### config.mk
export PLATFORM = sky130hd
export DESIGN_NAME = uart_receiver
export DESIGN_NICKNAME = d
export VERILOG_FILES = /design/src/rtl/uart_receiver_pkg.sv /design/src/rtl/uart_rx_sync.sv /design/src/rtl/uart_receiver.sv
export SDC_FILE = /design/constraint.sdc
export NUM_CORES = 1
export LEC_CHECK = 0
export CAP_MARGIN = 40
export CORE_MARGIN = 8
export CORE_UTILIZATION = 49
export DETAILED_ROUTE_END_ITERATION = 6
export PLACE_DENSITY = 0.66
export SLEW_MARGIN = 15
export SYNTH_ARGS = -nofsm -noshare
export SYNTH_HDL_FRONTEND = slang
export SYNTH_SLANG_ARGS = --single-unit
### constraint.sdc
create_clock -name clk -period 2.1 [get_ports clk]
set_input_delay 0.21 -clock clk [delete_from_list [all_inputs] [get_ports clk]]
set_output_delay 0.21 -clock clk [all_outputs]
set_load 0.01 [all_outputs]
### src/rtl/uart_receiver_pkg.sv
// rtl/uart_receiver_pkg.sv - shared UART receiver constants and state encoding
package uart_receiver_pkg;

  localparam int DEFAULT_CLOCKS_PER_BAUD = 16;

  typedef enum logic [2:0] {
    ST_IDLE  = 3'd0,
    ST_START = 3'd1,
    ST_DATA  = 3'd2,
    ST_STOP  = 3'd3,
    ST_BREAK = 3'd4
  } rx_state_e;

endpackage

### src/rtl/uart_rx_sync.sv
// rtl/uart_rx_sync.sv - multi-stage synchronizer for the async rx line, resets to idle-high
module uart_rx_sync #(
  parameter int Stages = 2
) (
  input  logic clk,
  input  logic rst_n,
  input  logic d,
  output logic q
);

  logic [Stages-1:0] sync_q;
  logic [Stages-1:0] sync_d;

  always_comb begin
    sync_d = {sync_q[Stages-2:0], d};
  end

  always_ff @(posedge clk or negedge rst_n) begin
    if (!rst_n) begin
      sync_q <= '1;
    end else begin
      sync_q <= sync_d;
    end
  end

  assign q = sync_q[Stages-1];

endmodule

### src/rtl/uart_receiver.sv
// rtl/uart_receiver.sv - 8N1 UART receiver with hold/ack handshake, framing-error and overrun flags
module uart_receiver
  import uart_receiver_pkg::*;
#(
  parameter int ClocksPerBaud = DEFAULT_CLOCKS_PER_BAUD,
  parameter int SyncStages    = 2
) (
  input  logic       clk,
  input  logic       rst_n,
  input  logic       rx_in,
  input  logic       rx_byte_done,
  output logic [7:0] rx_byte_out,
  output logic       rx_byte_valid_out,
  output logic       rx_error_out,
  output logic       rx_overrun_out
);

  localparam int CntW = $clog2(ClocksPerBaud);
  localparam logic [CntW-1:0] CntLast = CntW'(ClocksPerBaud - 1);
  localparam logic [CntW-1:0] CntHalf = CntW'(ClocksPerBaud / 2 - 1);

  logic            rx_s;
  rx_state_e       state_q, state_d;
  logic [CntW-1:0] cnt_q, cnt_d;
  logic [2:0]      bit_idx_q, bit_idx_d;
  logic [7:0]      shift_q, shift_d;
  logic [7:0]      byte_q, byte_d;
  logic            valid_q, valid_d;
  logic            error_q, error_d;
  logic            overrun_q, overrun_d;
  logic            deliver;

  uart_rx_sync #(.Stages(SyncStages)) u_sync (
    .clk   (clk),
    .rst_n (rst_n),
    .d     (rx_in),
    .q     (rx_s)
  );

  always_ff @(posedge clk or negedge rst_n) begin
    if (!rst_n) begin
      state_q   <= ST_IDLE;
      cnt_q     <= '0;
      bit_idx_q <= '0;
      shift_q   <= '0;
      byte_q    <= '0;
      valid_q   <= 1'b0;
      error_q   <= 1'b0;
      overrun_q <= 1'b0;
    end else begin
      state_q   <= state_d;
      cnt_q     <= cnt_d;
      bit_idx_q <= bit_idx_d;
      shift_q   <= shift_d;
      byte_q    <= byte_d;
      valid_q   <= valid_d;
      error_q   <= error_d;
      overrun_q <= overrun_d;
    end
  end

  always_comb begin
    state_d   = state_q;
    cnt_d     = (cnt_q == CntLast) ? '0 : cnt_q + CntW'(1);
    bit_idx_d = bit_idx_q;
    shift_d   = shift_q;
    byte_d    = byte_q;
    valid_d   = valid_q;
    error_d   = error_q;
    overrun_d = overrun_q;
    deliver   = 1'b0;

    case (state_q)
      ST_IDLE: begin
        cnt_d = '0;
        if (!rx_s) state_d = ST_START;
      end
      ST_START: begin
        // Mid-start-bit check; from here on every sample is one whole bit later.
        if (cnt_q == CntHalf) begin
          if (rx_s) begin
            state_d = ST_IDLE;
          end else begin
            state_d   = ST_DATA;
            cnt_d     = '0;
            bit_idx_d = '0;
            error_d   = 1'b0;
          end
        end
      end
      ST_DATA: begin
        if (cnt_q == CntLast) begin
          shift_d   = {rx_s, shift_q[7:1]};
          bit_idx_d = bit_idx_q + 3'd1;
          if (bit_idx_q == 3'd7) state_d = ST_STOP;
        end
      end
      ST_STOP: begin
        if (cnt_q == CntLast) begin
          if (rx_s) begin
            deliver = 1'b1;
            state_d = ST_IDLE;
          end else begin
            error_d = 1'b1;
            state_d = ST_BREAK;
          end
        end
      end
      ST_BREAK: begin
        cnt_d = '0;
        if (rx_s) state_d = ST_IDLE;
      end
      default: begin
        state_d = ST_IDLE;
        cnt_d   = '0;
      end
    endcase

    // An ack coinciding with delivery retires the old byte, so no overrun.
    if (deliver) begin
      byte_d  = shift_d;
      valid_d = 1'b1;
      if (rx_byte_done) begin
        overrun_d = 1'b0;
      end else if (valid_q) begin
        overrun_d = 1'b1;
      end
    end else if (rx_byte_done && valid_q) begin
      valid_d   = 1'b0;
      overrun_d = 1'b0;
    end
  end

  assign rx_byte_out       = byte_q;
  assign rx_byte_valid_out = valid_q;
  assign rx_error_out      = error_q;
  assign rx_overrun_out    = overrun_q;

endmodule

==> impl_metrics.ini, run 1 <==
[status]
outcome = finished clean

[detailed_routing]
drt_iter0_drc = 35
route.detailed.wl_per_inst_um = 14.1
detail-route-antenna-nets = 0
vias_per_cell = 5.65
vias = 1135
drc = 0
drt_first_pass_iters = 4
routed_wl_um = 2840

[placement]
dpl_cell_area_um2 = 1710
place.gp.congestion = 0.803
dp_hpwl_um = 2010
io_buffers = 14

[global_route]
grt_max_degree = 32
grt_pass1_vias = 1017
grt_usage_pct = 11.3
grt_pass1_wl_um = 4580
overflow = 0
antenna_found_initial = 0

[clock_network]
cts-htree-levels = 2
ctsResizeCount = 0
clk_pin_slew_worst_paths_ns = 0.10
cts_buffer_depth = 2
numCtsBuffers = 5
cts_tree = done
cts_setup_buffers = 0
clk_latency_ns = 0.32
root_buffer = clkbuf_4
cts_sinks = 31
hold_buffers = 0

[sta]
timing.setup.tns_ns = 0
hold_viol = 0
maxSlewHeadroom_pct = 70.2
rsz0062_at_grt = false
drv_slew = 0
tightestPinTransition_ns = 0.446
setup_viol = 0
max_freq_mhz = 583
min_period_over_period_pct = 81.6
whs_ns = 0.267
min_period_ns = 1.71
fin_skew_ns = 0.00577

[yosys]
netlist_area_um2 = 1550
synthTopCellsByArea = dfrtp_1, mux2_2, a21oi_1
syn_area_per_cell_um2 = 11.1
synth_top_area_cell = dfrtp_1
synthesis.nets = 147
synthCells = 140
synth_cell_types = 47
async_flop_share_pct = 100
synthSimpleGateAreaFrac_pct = 18.2
yosysSeqAreaShare_pct = 50.3
ys_ff_latch = 31
synthMuxAreaShare_pct = 7.28
synth.most_common_cell = dfrtp_1
synth_edf_count = 0
synth_top_family_by_area = simple AND/OR/NAND/NOR gates
synth_compound_area_share_pct = 15.4
synthAdderAreaFrac_pct = 2.43
yosysTopAreaCellShare_pct = 46.9
yosys_warnings = 0
synth_commonest_cells = dfrtp_1, nand2_1, a21oi_1
synth_xor_area_share_pct = 1.13
synth_top_flop_cell = dfrtp_1

[critical_path]
critPathMaxFanout = 8
crit_chain = ha_1, nand2_1, nor4b_1, mux2_2
required_ns = 2.31
cp.arrival_ns = 1.93
cp-start-kind = register
critPathMaxStageDelay_ns = 0.41
crit_buf_inv = 0
critPathCaptureType = register
crit_family = simple AND/OR/NAND/NOR gates
slowest_stage = dfrtp_1
critPathKind = reg2reg

[floorplanning]
core_um2 = 3030
fp.dieH_um = 72.2
initial_core_util_pct = 51.1
row_count = 20
die-area_um2 = 5210
fp.dieW_um = 72.2
num_io_pins = 15

[power_and_ir_drop]
intPower_mw = 1.34
p_switching_mw = 0.746
vdd_drop_max_uv = 434
power_leakage_nw = 0.775
p_seq_share_pct = 42.6
power_density_nw_per_um2 = 1170
comb_power_share_pct = 38.3
clkPwrFrac_pct = 19.0
netSwitchingFraction_pct = 35.8

[job]
drv_cap = 0

[finish]
finalNetCount = 163
layout-drive-gt1-share_pct = 20.4
fillers = 252
area_delta_synth_final_pct = 15.2
finalInstanceArea_um2 = 1780
diodes = 0

[hold_path]
worst_hold_path_type = in2async
[placed cells by master (no fill, tap or decap), drive strengths merged, types with 3 or more instances in the layout]
cell type	Yosys	final
inv	3	3
dfrtp	29	29
buf	8	5
clkdlybuf4s50	0	14
o21ai	5	5
nor2	5	5
mux2	10	10
a31oi	8	8
nand3	4	4
a21oi	12	12
nand2	16	16
clkbuf	2	7
ha	3	3
[cells by family (layout without fill, tap and decap cells)]
family / after synthesis / after routing
DFF: 31 / 31
AOI/OAI and AO/OA: 38 / 38
adders and majority gates: 3 / 3
xor gates and xnor gates: 2 / 2
muxes: 10 / 10
buffers and inverters: 13 / 30
and+or+nand+nor: 43 / 43
[routing by layer]
layer | wire [um] | part of all wire (%) | up-vias | GRT usage, %
li1 | - | - | 548 | -
met1 | 1340 | 47 | 553 | 13.8
met2 | 1300 | 46 | 26 | 17.2
met3 | 137 | 4.8 | 8 | 3.17
met4 | 59 | 2.1 | 0 | 6.58
met5 | 0 | 0 | - | 0
[per-stage QoR]
stage                     cells  power, mW  util [%]  setup slack, ns
final                       201       2.08      58.9            0.386
after global routing        201       2.22      58.9            0.327
after CTS                   201       2.11      58.9            0.398
after detailed placement    193       1.70      56.5            0.413
after global placement      193       1.68      56.5            0.465
after floorplan             140       1.46         -            0.552
[registers in the layout, summed over array words and instances (netlist names)]
name	count
state_q	3
rx_error_out	1
rx_byte_out	8
rx_byte_valid_out	1
rx_overrun_out	1
cnt_q	4
u_sync.sync_q	2
shift_q	8
bit_idx_q	3
[power groups by stage]
stage          Combinational (mW)  Sequential (mW)  Clock [mW]
2_1_floorplan               0.598            0.858           0
3_5_place_dp                0.805            0.898           0
6_report                    0.799            0.888       0.397
5_1_grt                     0.879            0.907       0.436
4_1_cts                     0.808            0.886       0.415
3_3_place_gp                0.792            0.889           0
[layout make-up]
cell class	instances	area [um2]	area share, %
Inverter	3	11.3	0.632
Sequential cell	31	778	43.6
Clock inverter	1	7.51	0.421
Clock buffer	7	65.1	3.65
Timing Repair Buffer	19	178	9.96
Multi-Input combinational cell	96	688	38.6
Tap cell	44	55.1	3.09
[worst paths after layout]
path / startpoint / end / slack (ns) / depth (start not counted)
setup / recovery: cnt_q[0] / rx_error_out / 0.39 / 4
hold / removal: rst_n / rx_error_out / 0.27 / 2
setup reg to reg: cnt_q[0] / rx_error_out / 0.39 / 4
hold reg to reg: u_sync.sync_q[0] / u_sync.sync_q[1] / 0.36 / 0
max in group asynchronous: rst_n / u_sync.sync_q[0] / 1.51 / 2
min in group clk: rx_in / u_sync.sync_q[0] / 0.29 / 1
Power figures use the tool's default switching activity.
==> inputs of run 2 (changes only) <==
Clock period 2.1 ns to 1.7 ns, I/O delays scaled along.
==> run 2 against run 1 <==
  * Hold slack worse by 0.039 ns
  * Cell count increased by 2.0%
  * Clock skew increased by 0.0023 ns
  * First-iteration DRC count increased to 2.8 times the previous value
  * Global-route usage grew 1.9 points
  * Power rose by 22%
  * Via count increased by 0.44%
  * Critical path depth stayed put
  * Design area increased by 0.56%
  * Clock power about the same
  * Clock-buffer cell count is the same
  * Utilization increased by 0.33 points
  * Largest cell class unchanged
==> impl_metrics.ini, run 2 (synthesis results as in run 1) <==
[sta]
rsz0062_at_grt = false
setup_viol = 0
min_period_ns = 1.63
timing.setup.tns_ns = 0
tightestPinTransition_ns = 0.442
max_freq_mhz = 613
fin_skew_ns = 0.00803
hold_viol = 0
min_period_over_period_pct = 96.0
whs_ns = 0.228
drv_slew = 0
maxSlewHeadroom_pct = 70.5

[clock_network]
cts_sinks = 31
clk_latency_ns = 0.33
cts_buffer_depth = 2
numCtsBuffers = 5
clk_pin_slew_worst_paths_ns = 0.09
root_buffer = clkbuf_4
cts_tree = done
hold_buffers = 0
cts-htree-levels = 2

[placement]
io_buffers = 14
place.gp.congestion = 0.794
dp_hpwl_um = 2260
dp_cells = 197

[global_route]
overflow = 0
met3_usage_pct = 5.65
grt_max_degree = 32
grt_pass1_vias = 1120
grt_most_used_layer = met2
grt_pass1_wl_um = 5290
antenna_found_initial = 0
grt_use_met1_pct = 15.9
use_met2_pct = 20.1
grt_usage_pct = 13.1

[finish]
fin_cells = 205
final_cell_mix = dfrtp_1, nand2_1, clkdlybuf4s50_1
fillers = 263
final_common_cell = dfrtp_1
diodes = 0
utilization_pct = 59.2
finalNetCount = 167
area_delta_synth_final_pct = 15.8
layout-drive-gt1-share_pct = 21.7

[floorplanning]
fp.dieW_um = 72.2
fp.dieH_um = 72.2
row_count = 20
num_io_pins = 15
core_um2 = 3030
initial_core_util_pct = 51.1
die-area_um2 = 5210

[detailed_routing]
route.detailed.wl_per_inst_um = 14.9
drt_first_pass_iters = 4
vias_per_cell = 5.56
detail-route-antenna-nets = 0
routed_wl_um = 3060
drc = 0
drt_iter0_drc = 98
vias = 1140

[hold_path]
worst_hold_path_type = in2async

[critical_path]
required_ns = 1.92
cp.arrival_ns = 1.85
critPathMaxFanout = 8
cp-start-kind = register
critPathKind = reg2reg
critPathCaptureType = register

[power_and_ir_drop]
vdd_drop_max_uv = 627
power_density_nw_per_um2 = 1420
power_leakage_nw = 0.785

[job]
drv_cap = 0

[status]
outcome = finished clean
run 2: repair_timing:
item,CTS,global route
endpoints found under the hold margin,0,0
setup buffers,0,0
setup endpoints to repair,1,0
gates resized for setup,1,0
run 2: per-layer routing:
| metal | routed length (um) | up-vias |
|---|---|---|
| li1 | - | 555 |
| met1 | 1430 | 560 |
| met2 | 1440 | 23 |
| met3 | 168 | 2 |
| met4 | 20 | 0 |
| met5 | 0 | - |
run 2: power breakdown:
group          total (mW)  internal, mW  switching [mW]
logic                1.04         0.537           0.506
clock network       0.399         0.161           0.238
registers            1.11         0.916           0.191
run 2: worst max-delay path: stages, from the launching register on:
cell     delay, ns
dfrtp_1       0.40
ha_2          0.27
nand2_1       0.12
nor4b_1       0.37
mux2_2        0.37
run 2: layout make-up:
cell class                      instances  area (um2)  share of cell area, %
Clock inverter                          1        5.00                  0.279
Clock buffer                            7        45.0                   2.51
Tap cell                               44        55.1                   3.07
Multi-Input combinational cell         96         691                   38.5
Sequential cell                        31         778                   43.4
Timing Repair Buffer                   23         208                   11.6
Inverter                                3        11.3                  0.628
run 2: metrics by stage:
| step | setup slack (ns) | power (mW) | instance area, um2 |
|---|---|---|---|
| 2_1_floorplan | 0.152 | 1.80 | 1550 |
| 3_3_place_gp | 0.0998 | 2.12 | 1740 |
| 3_5_place_dp | 0.00729 | 2.16 | 1740 |
| 4_1_cts | 0.0557 | 2.57 | 1790 |
| 5_1_grt | 0.0102 | 2.76 | 1790 |
| 6_report | 0.0679 | 2.55 | 1790 |
run 2: path summary, 6_finish.rpt:
kind / from / end / slack (ns) / cells past startpoint
hold reg to reg: u_sync.sync_q[0] / u_sync.sync_q[1] / 0.36 / 0
hold / removal: rst_n / rx_overrun_out / 0.23 / 2
setup reg to reg: cnt_q[0] / rx_error_out / 0.07 / 4
setup / recovery: cnt_q[0] / rx_error_out / 0.07 / 4
max in group asynchronous: rst_n / u_sync.sync_q[0] / 1.15 / 2
min in group clk: rx_in / u_sync.sync_q[0] / 0.25 / 1
